`config.mk`:
```
export PLATFORM = sky130hd
export DESIGN_NAME = trail_stack_flat
export DESIGN_NICKNAME = d
export VERILOG_FILES = /design/src/rtl/trail_stack_if.sv /design/src/rtl/trail_stack.sv /design/src/flat_wrapper.sv
export SDC_FILE = /design/constraint.sdc
export NUM_CORES = 2
export LEC_CHECK = 0
export CORE_UTILIZATION = 42
export DETAILED_ROUTE_END_ITERATION = 16
export PLACE_DENSITY = 0.55
export SKIP_CTS_REPAIR_TIMING = 1
export SLEW_MARGIN = 40
export SYNTH_ARGS = -nofsm -noshare
export SYNTH_HDL_FRONTEND = slang
export SYNTH_MEMORY_MAX_BITS = 65536
export SYNTH_SLANG_ARGS = --single-unit
```
`constraint.sdc`:
```
create_clock -name clk -period 18.6 [get_ports clk]
set_clock_uncertainty 0.05 [all_clocks]
set_input_delay 2.79 -clock clk [delete_from_list [all_inputs] [get_ports clk]]
set_output_delay 2.79 -clock clk [all_outputs]
set_load 0.02 [all_outputs]
```
`src/rtl/trail_stack_if.sv`:
```
// Handshake bundle between the trail stack and its clients: push port from
// propagation/decision logic, backtrack request, and the undo stream.
interface trail_stack_if #(
  parameter int VAR_W    = 32,
  parameter int LVL_W    = 16,
  parameter int REASON_W = 16
);
  logic                push_valid;
  logic                push_ready;
  logic [VAR_W-1:0]    push_var;
  logic                push_value;
  logic [LVL_W-1:0]    push_level;
  logic                push_is_dec;
  logic [REASON_W-1:0] push_reason;

  logic                bt_req;
  logic                bt_ready;
  logic [LVL_W-1:0]    bt_level;
  logic                bt_done;

  logic                undo_valid;
  logic                undo_ready;
  logic [VAR_W-1:0]    undo_var;
  logic                undo_value;
  logic [LVL_W-1:0]    undo_level;
  logic                undo_is_dec;

  modport master (
    output push_valid, push_var, push_value, push_level, push_is_dec, push_reason,
    output bt_req, bt_level, undo_ready,
    input  push_ready, bt_ready, bt_done,
    input  undo_valid, undo_var, undo_value, undo_level, undo_is_dec
  );

  modport slave (
    input  push_valid, push_var, push_value, push_level, push_is_dec, push_reason,
    input  bt_req, bt_level, undo_ready,
    output push_ready, bt_ready, bt_done,
    output undo_valid, undo_var, undo_value, undo_level, undo_is_dec
  );
endinterface

```
`src/rtl/trail_stack.sv`:
```
// Assignment trail held as a LIFO with a multi-cycle backtrack engine that
// streams every entry above the target level out through the undo port.
module trail_stack #(
  parameter int  DEPTH    = 64,
  parameter int  VAR_W    = 32,
  parameter int  LVL_W    = 16,
  parameter int  REASON_W = 16,
  localparam int CNT_W    = $clog2(DEPTH + 1)
) (
  input  logic             clk,
  input  logic             rst,
  trail_stack_if.slave     tif,
  output logic [CNT_W-1:0] count,
  output logic [LVL_W-1:0] top_level,
  output logic             empty,
  output logic             full,
  output logic             overflow,
  output logic             order_err
);

  localparam int IDX_W = (DEPTH > 1) ? $clog2(DEPTH) : 1;
  localparam logic [CNT_W-1:0] CNT_ONE  = CNT_W'(1'b1);
  localparam logic [CNT_W-1:0] CNT_FULL = CNT_W'(DEPTH);

  typedef struct packed {
    logic [VAR_W-1:0]    var_id;
    logic                value;
    logic [LVL_W-1:0]    level;
    logic                is_dec;
    logic [REASON_W-1:0] reason;
  } entry_t;

  typedef enum logic [0:0] {
    IDLE = 1'b0,
    BT   = 1'b1
  } state_t;

  state_t             state_r;
  logic [CNT_W-1:0]   count_r;
  logic [LVL_W-1:0]   tgt_r;
  logic               overflow_r;
  logic               order_err_r;
  entry_t             mem_r [DEPTH];

  logic               full_s;
  logic               empty_s;
  logic [IDX_W-1:0]   top_idx_s;
  logic [IDX_W-1:0]   wr_idx_s;
  logic [VAR_W-1:0]   top_var_s;
  logic               top_value_s;
  logic [LVL_W-1:0]   top_lvl_s;
  logic               top_dec_s;
  logic               cond_s;
  logic               push_ready_s;
  logic               bt_ready_s;
  logic               undo_valid_s;
  logic               bt_done_s;
  logic               push_fire_s;
  logic               bt_fire_s;
  logic               pop_fire_s;
  logic               overflow_set_s;
  logic               order_set_s;
  entry_t             push_entry_s;

  // Occupancy flags, top-of-stack read and handshake decode.
  always_comb begin
    full_s      = (count_r == CNT_FULL);
    empty_s     = (count_r == {CNT_W{1'b0}});
    wr_idx_s    = IDX_W'(count_r);
    if (empty_s) begin
      top_idx_s = {IDX_W{1'b0}};
    end else begin
      top_idx_s = IDX_W'(count_r - CNT_ONE);
    end
    top_var_s   = mem_r[top_idx_s].var_id;
    top_value_s = mem_r[top_idx_s].value;
    top_lvl_s   = mem_r[top_idx_s].level;
    top_dec_s   = mem_r[top_idx_s].is_dec;

    // An empty trail reads as level 0 so nothing is ever popped from it.
    cond_s       = ~empty_s & (top_lvl_s > tgt_r);
    bt_ready_s   = (state_r == IDLE);
    push_ready_s = (state_r == IDLE) & ~full_s & ~tif.bt_req;
    undo_valid_s = (state_r == BT) & cond_s;
    bt_done_s    = (state_r == BT) & ~cond_s;

    push_fire_s    = tif.push_valid & push_ready_s;
    bt_fire_s      = tif.bt_req & bt_ready_s;
    pop_fire_s     = undo_valid_s & tif.undo_ready;
    overflow_set_s = (state_r == IDLE) & tif.push_valid & full_s;
    order_set_s    = push_fire_s & ~empty_s & (tif.push_level < top_lvl_s);

    push_entry_s.var_id = tif.push_var;
    push_entry_s.value  = tif.push_value;
    push_entry_s.level  = tif.push_level;
    push_entry_s.is_dec = tif.push_is_dec;
    push_entry_s.reason = tif.push_reason;
  end

  // Trail storage; contents are left as-is across reset.
  always_ff @(posedge clk) begin
    if (!rst && push_fire_s) begin
      mem_r[wr_idx_s] <= push_entry_s;
    end
  end

  // Control FSM: pushes and backtrack capture in IDLE, pop stream in BT.
  always_ff @(posedge clk) begin
    if (rst) begin
      state_r     <= IDLE;
      count_r     <= {CNT_W{1'b0}};
      tgt_r       <= {LVL_W{1'b0}};
      overflow_r  <= 1'b0;
      order_err_r <= 1'b0;
    end else begin
      case (state_r)
        IDLE: begin
          if (push_fire_s) begin
            count_r <= count_r + CNT_ONE;
          end
          if (overflow_set_s) begin
            overflow_r <= 1'b1;
          end
          if (order_set_s) begin
            order_err_r <= 1'b1;
          end
          if (bt_fire_s) begin
            tgt_r   <= tif.bt_level;
            state_r <= BT;
          end
        end
        BT: begin
          if (bt_done_s) begin
            state_r <= IDLE;
          end else if (pop_fire_s) begin
            count_r <= count_r - CNT_ONE;
          end
        end
        default: begin
          state_r <= IDLE;
        end
      endcase
    end
  end

  assign tif.push_ready  = push_ready_s;
  assign tif.bt_ready    = bt_ready_s;
  assign tif.bt_done     = bt_done_s;
  assign tif.undo_valid  = undo_valid_s;
  assign tif.undo_var    = top_var_s;
  assign tif.undo_value  = top_value_s;
  assign tif.undo_level  = top_lvl_s;
  assign tif.undo_is_dec = top_dec_s;

  assign count     = count_r;
  assign top_level = empty_s ? {LVL_W{1'b0}} : top_lvl_s;
  assign empty     = empty_s;
  assign full      = full_s;
  assign overflow  = overflow_r;
  assign order_err = order_err_r;

endmodule

```
`src/flat_wrapper.sv`:
```
// flat-port wrapper written by rule: the top's interface ports become plain ports
module trail_stack_flat 
#(
  parameter int  DEPTH    = 64,
  parameter int  VAR_W    = 32,
  parameter int  LVL_W    = 16,
  parameter int  REASON_W = 16,
  localparam int CNT_W    = $clog2(DEPTH + 1)
)
  (clk, rst, count, top_level, empty, full, overflow, order_err, tif_push_valid, tif_push_var, tif_push_value, tif_push_level, tif_push_is_dec, tif_push_reason, tif_bt_req, tif_bt_level, tif_undo_ready, tif_push_ready, tif_bt_ready, tif_bt_done, tif_undo_valid, tif_undo_var, tif_undo_value, tif_undo_level, tif_undo_is_dec);
  trail_stack_if #(.VAR_W(VAR_W), .LVL_W(LVL_W), .REASON_W(REASON_W)) tif_i ();
  input  logic clk;
  input  logic rst;
  output logic [CNT_W-1:0] count;
  output logic [LVL_W-1:0] top_level;
  output logic empty;
  output logic full;
  output logic overflow;
  output logic order_err;
  input wire logic [$bits(tif_i.push_valid)-1:0] tif_push_valid;
  input wire logic [$bits(tif_i.push_var)-1:0] tif_push_var;
  input wire logic [$bits(tif_i.push_value)-1:0] tif_push_value;
  input wire logic [$bits(tif_i.push_level)-1:0] tif_push_level;
  input wire logic [$bits(tif_i.push_is_dec)-1:0] tif_push_is_dec;
  input wire logic [$bits(tif_i.push_reason)-1:0] tif_push_reason;
  input wire logic [$bits(tif_i.bt_req)-1:0] tif_bt_req;
  input wire logic [$bits(tif_i.bt_level)-1:0] tif_bt_level;
  input wire logic [$bits(tif_i.undo_ready)-1:0] tif_undo_ready;
  output wire logic [$bits(tif_i.push_ready)-1:0] tif_push_ready;
  output wire logic [$bits(tif_i.bt_ready)-1:0] tif_bt_ready;
  output wire logic [$bits(tif_i.bt_done)-1:0] tif_bt_done;
  output wire logic [$bits(tif_i.undo_valid)-1:0] tif_undo_valid;
  output wire logic [$bits(tif_i.undo_var)-1:0] tif_undo_var;
  output wire logic [$bits(tif_i.undo_value)-1:0] tif_undo_value;
  output wire logic [$bits(tif_i.undo_level)-1:0] tif_undo_level;
  output wire logic [$bits(tif_i.undo_is_dec)-1:0] tif_undo_is_dec;
  assign tif_i.push_valid = tif_push_valid;
  assign tif_i.push_var = tif_push_var;
  assign tif_i.push_value = tif_push_value;
  assign tif_i.push_level = tif_push_level;
  assign tif_i.push_is_dec = tif_push_is_dec;
  assign tif_i.push_reason = tif_push_reason;
  assign tif_i.bt_req = tif_bt_req;
  assign tif_i.bt_level = tif_bt_level;
  assign tif_i.undo_ready = tif_undo_ready;
  assign tif_push_ready = tif_i.push_ready;
  assign tif_bt_ready = tif_i.bt_ready;
  assign tif_bt_done = tif_i.bt_done;
  assign tif_undo_valid = tif_i.undo_valid;
  assign tif_undo_var = tif_i.undo_var;
  assign tif_undo_value = tif_i.undo_value;
  assign tif_undo_level = tif_i.undo_level;
  assign tif_undo_is_dec = tif_i.undo_is_dec;
  trail_stack #(.DEPTH(DEPTH), .VAR_W(VAR_W), .LVL_W(LVL_W), .REASON_W(REASON_W)) u_core (.clk(clk), .rst(rst), .tif(tif_i), .count(count), .top_level(top_level), .empty(empty), .full(full), .overflow(overflow), .order_err(order_err));
endmodule
```
==> flow_summary_export.csv <==
group,metric,value,unit
outcome,outcome,"completed",
timing,slew_violations,0,
place,dpl.hpwl,216000,um
clock_tree,clockRootBuffer,"clkbuf_16",
route,wl,428000,um
synthesis,synth_top_cell_by_area,"edfxtp_1",
route,first_iter_violations,11033,
clock_tree,cts.sinks,3226,
pwr,total_power,20.7,mW
timing,rsz0062_at_grt,"no",
synthesis,synthFlopType,"edfxtp_1",
timing,hold_viol,0,
critical_path,startpoint,"u_core.count[0]",
synthesis,yosysWarnings,0,
die,die-area,308000,um^2
die,fp.dieH,555,um
critical_path,cp.required,15.76,ns
clock_tree,cts_buffer_depth,4,
grt,grt_pass1_wl,597000,um
synthesis,syn_area_per_cell,14.1,um^2
synthesis,synthDistinctLibCells,72,
final_layout,fin_nets,9323,
job,maxCapViolations,0,
timing,finalCritPeriodShare,62.0,%
synthesis,syn-num-nets,9218,
clock_tree,clk_pin_slew,0.06,ns
critical_path,r2r_setup_slack,10.64,ns
grt,grt_overflow,0,
timing,worst_slew_pin_slew,0.981,ns
die,rows,202,
synthesis,synth_edf_count,3200,
timing,finalSetupViolations,0,
final_layout,final_layout_size_suffix_gt1_share,9.33,%
synthesis,ys_ff_latch,3226,
critical_path,r2r_start,"u_core.count[0]",
synthesis,syn_inst,9098,
timing,worst_slack,7.06,ns
synthesis,async_reset_ff_share,0,%
critical_path,critPathArrivalTime,8.70,ns
route,drc,0,
die,ios,168,
timing,max_freq,0.0867,GHz
clock_tree,cts_buffers,339,
critical_path,crit_path_max_fanout,69,
synthesis,ys_seq_area_share,75.3,%
final_layout,syn_to_final_growth,13.6,%
clock_tree,htreeDepth,5,
clock_tree,clock_latency,0.89,ns
timing,period_minus_slack,11.54,ns
min_path,hp-start,"u_core.tgt_r[11]",
die,core_area,303000,um^2
timing,relSlewSlack,34.6,%
die,die_w,555,um
pwr,powerDensity,142,nW/um^2
timing,final.setup.tns,0,ns
synthesis,syn-cell-area,128000,um^2
route,wl_per_cell,31.8,um
grt,antenna_found_initial,16,
place,place_worst_setup_slack,7.92,ns
grt,grt_max_degree,146,
pwr,irDropWorstVdd,0.000111,V
critical_path,cp-end-kind,"primary output",
min_path,hp-class,"flip-flop to flip-flop",
route,vias,82830,
synthesis,synthTopCellsByCount,"edfxtp_1 (3,200), nand2_1 (1,433), a21oi_1 (647), nor2_1 (581), nand3_1 (443)",
grt,grt_pass1_vias,78052,
synthesis,yosysMostFrequentCell,"edfxtp_1",
pwr,power_leakage,46.9,nW
die,initial_core_util,42.3,%
place,io_buffers,151,
critical_path,critPathKind,"flip-flop to primary output",
grt,track_usage,27.2,%
route,via_per_inst,6.16,
synthesis,netlist_top_cells_area,"edfxtp_1 (75%), nand2_1 (4.2%), mux2i_1 (2.6%), a21oi_1 (2.5%), o22ai_1 (2.1%)",
place,gp_congestion,0.820,
route,dr.pass1.iters,7,
route,detail-route-antenna-nets,0,
critical_path,critPathLaunchType,"flip-flop",
clock_tree,cts_tree,"built",
synthesis,yosysTopAreaCellShare,74.9,%
==> metal layers <==
metal	vias up	GRT usage [%]	routed length (um)
met5	-	0	37
met4	6	9.33	16000
met3	778	4.74	41400
met2	4452	43.0	197000
met1	42493	38.1	173000
li1	35101	-	-
==> flip-flops by register name, indices dropped and copies added (netlist names) <==
register and cells:
u_core.count 7, u_core.mem_r 3200, u_core.order_err 1, u_core.overflow 1, u_core.state_r 1, u_core.tgt_r 16
==> worst max-delay path: stages, from the launching register on <==
cell and delay (ns):
dfxtp_4 0.40, inv_8 0.40, ha_4 0.37, nand2b_1 0.14, buf_4 0.53, o21a_4 0.60, buf_4 0.61, buf_4 0.68
a211oi_1 0.10, o21ai_0 0.47, o211ai_1 0.23, nand3_1 0.23, nand4_1 0.49, inv_1 0.23, ha_1 0.25, and4_1 0.20
nand3_1 0.13, nor2_1 0.06, o21ai_0 0.06, or4b_2 0.63, a21o_1 0.22, nor2_1 0.09, clkdlybuf4s50_1 0.61
==> final timing paths <==
check	endpoint	cells after the start
worst min register to register	u_core.tgt_r[11]	2
worst max-delay path	tif_bt_done	22
worst max register to register	u_core.count[5]	22
worst min-delay path	u_core.tgt_r[11]	2
==> cell usage in the layout (no fill, tap or decap), types with 13 or more instances in the layout <==
cell type,count
edfxtp_1,3200
nand2_1,1424
a21oi_1,646
nor2_1,513
nand3_1,441
o22ai_1,431
clkbuf_16,346
mux2i_1,338
o21ai_0,323
buf_4,196
o2bb2ai_1,186
a221oi_1,140
clkdlybuf4s50_1,101
nor3_1,94
clkinv_1,83
clkbuf_1,81
o221ai_1,70
nor2_4,69
a211oi_1,58
clkinv_2,56
buf_6,51
o211ai_1,49
a31oi_1,42
inv_1,34
and2_1,33
o32ai_1,33
o31a_1,33
a22oi_1,32
ha_1,32
buf_16,26
dfxtp_1,25
nand4_1,20
buf_12,20
buf_2,19
bufinv_16,17
o2111ai_1,16
o22a_1,15
nor2b_1,13
==> power by group <==
part | internal (mW) | switching, mW | leakage, nW
clock | 3.66 | 2.77 | 5.05
sequential | 8.01 | 0.0141 | 29.0
combinational | 1.82 | 4.45 | 12.8
==> logic make-up after synthesis <==
kind of cell	after synthesis	share of synthesized area (%)
flops	3226	75.3
simple gates	2664	8.59
compound gates	2130	10.6
buf+inv	694	2.39
mux	348	2.74
fa+ha+maj	33	0.322
xor+xnor	3	0.0205
==> layout make-up <==
type,instances,area (um^2)
flip-flops and latches,3226,96600
well taps,3978,4980
clock inverters,177,1320
repair buffers,421,4390
clock buffers,430,9000
inverters,37,146
diodes,8,20.0
multi-input cells,5178,29300
fillers,25877,158000
==> stage by stage <==
| stage | cell area (um^2) | util (%) | hold WS, ns | std cells |
|---|---|---|---|---|
| 3_5_place_dp | 135000 | 44.6 | 0.401 | 12831 |
| 4_1_cts | 146000 | 48.0 | 0.409 | 13438 |
| 2_1_floorplan | 128000 | - | 0.386 | 9098 |
| 6_report | 146000 | 48.1 | 0.411 | 13455 |
| 5_1_grt | 146000 | 48.1 | 0.423 | 13451 |
| 3_3_place_gp | 134000 | 44.2 | 0.393 | 12793 |
(Power assumes the default switching activity.)
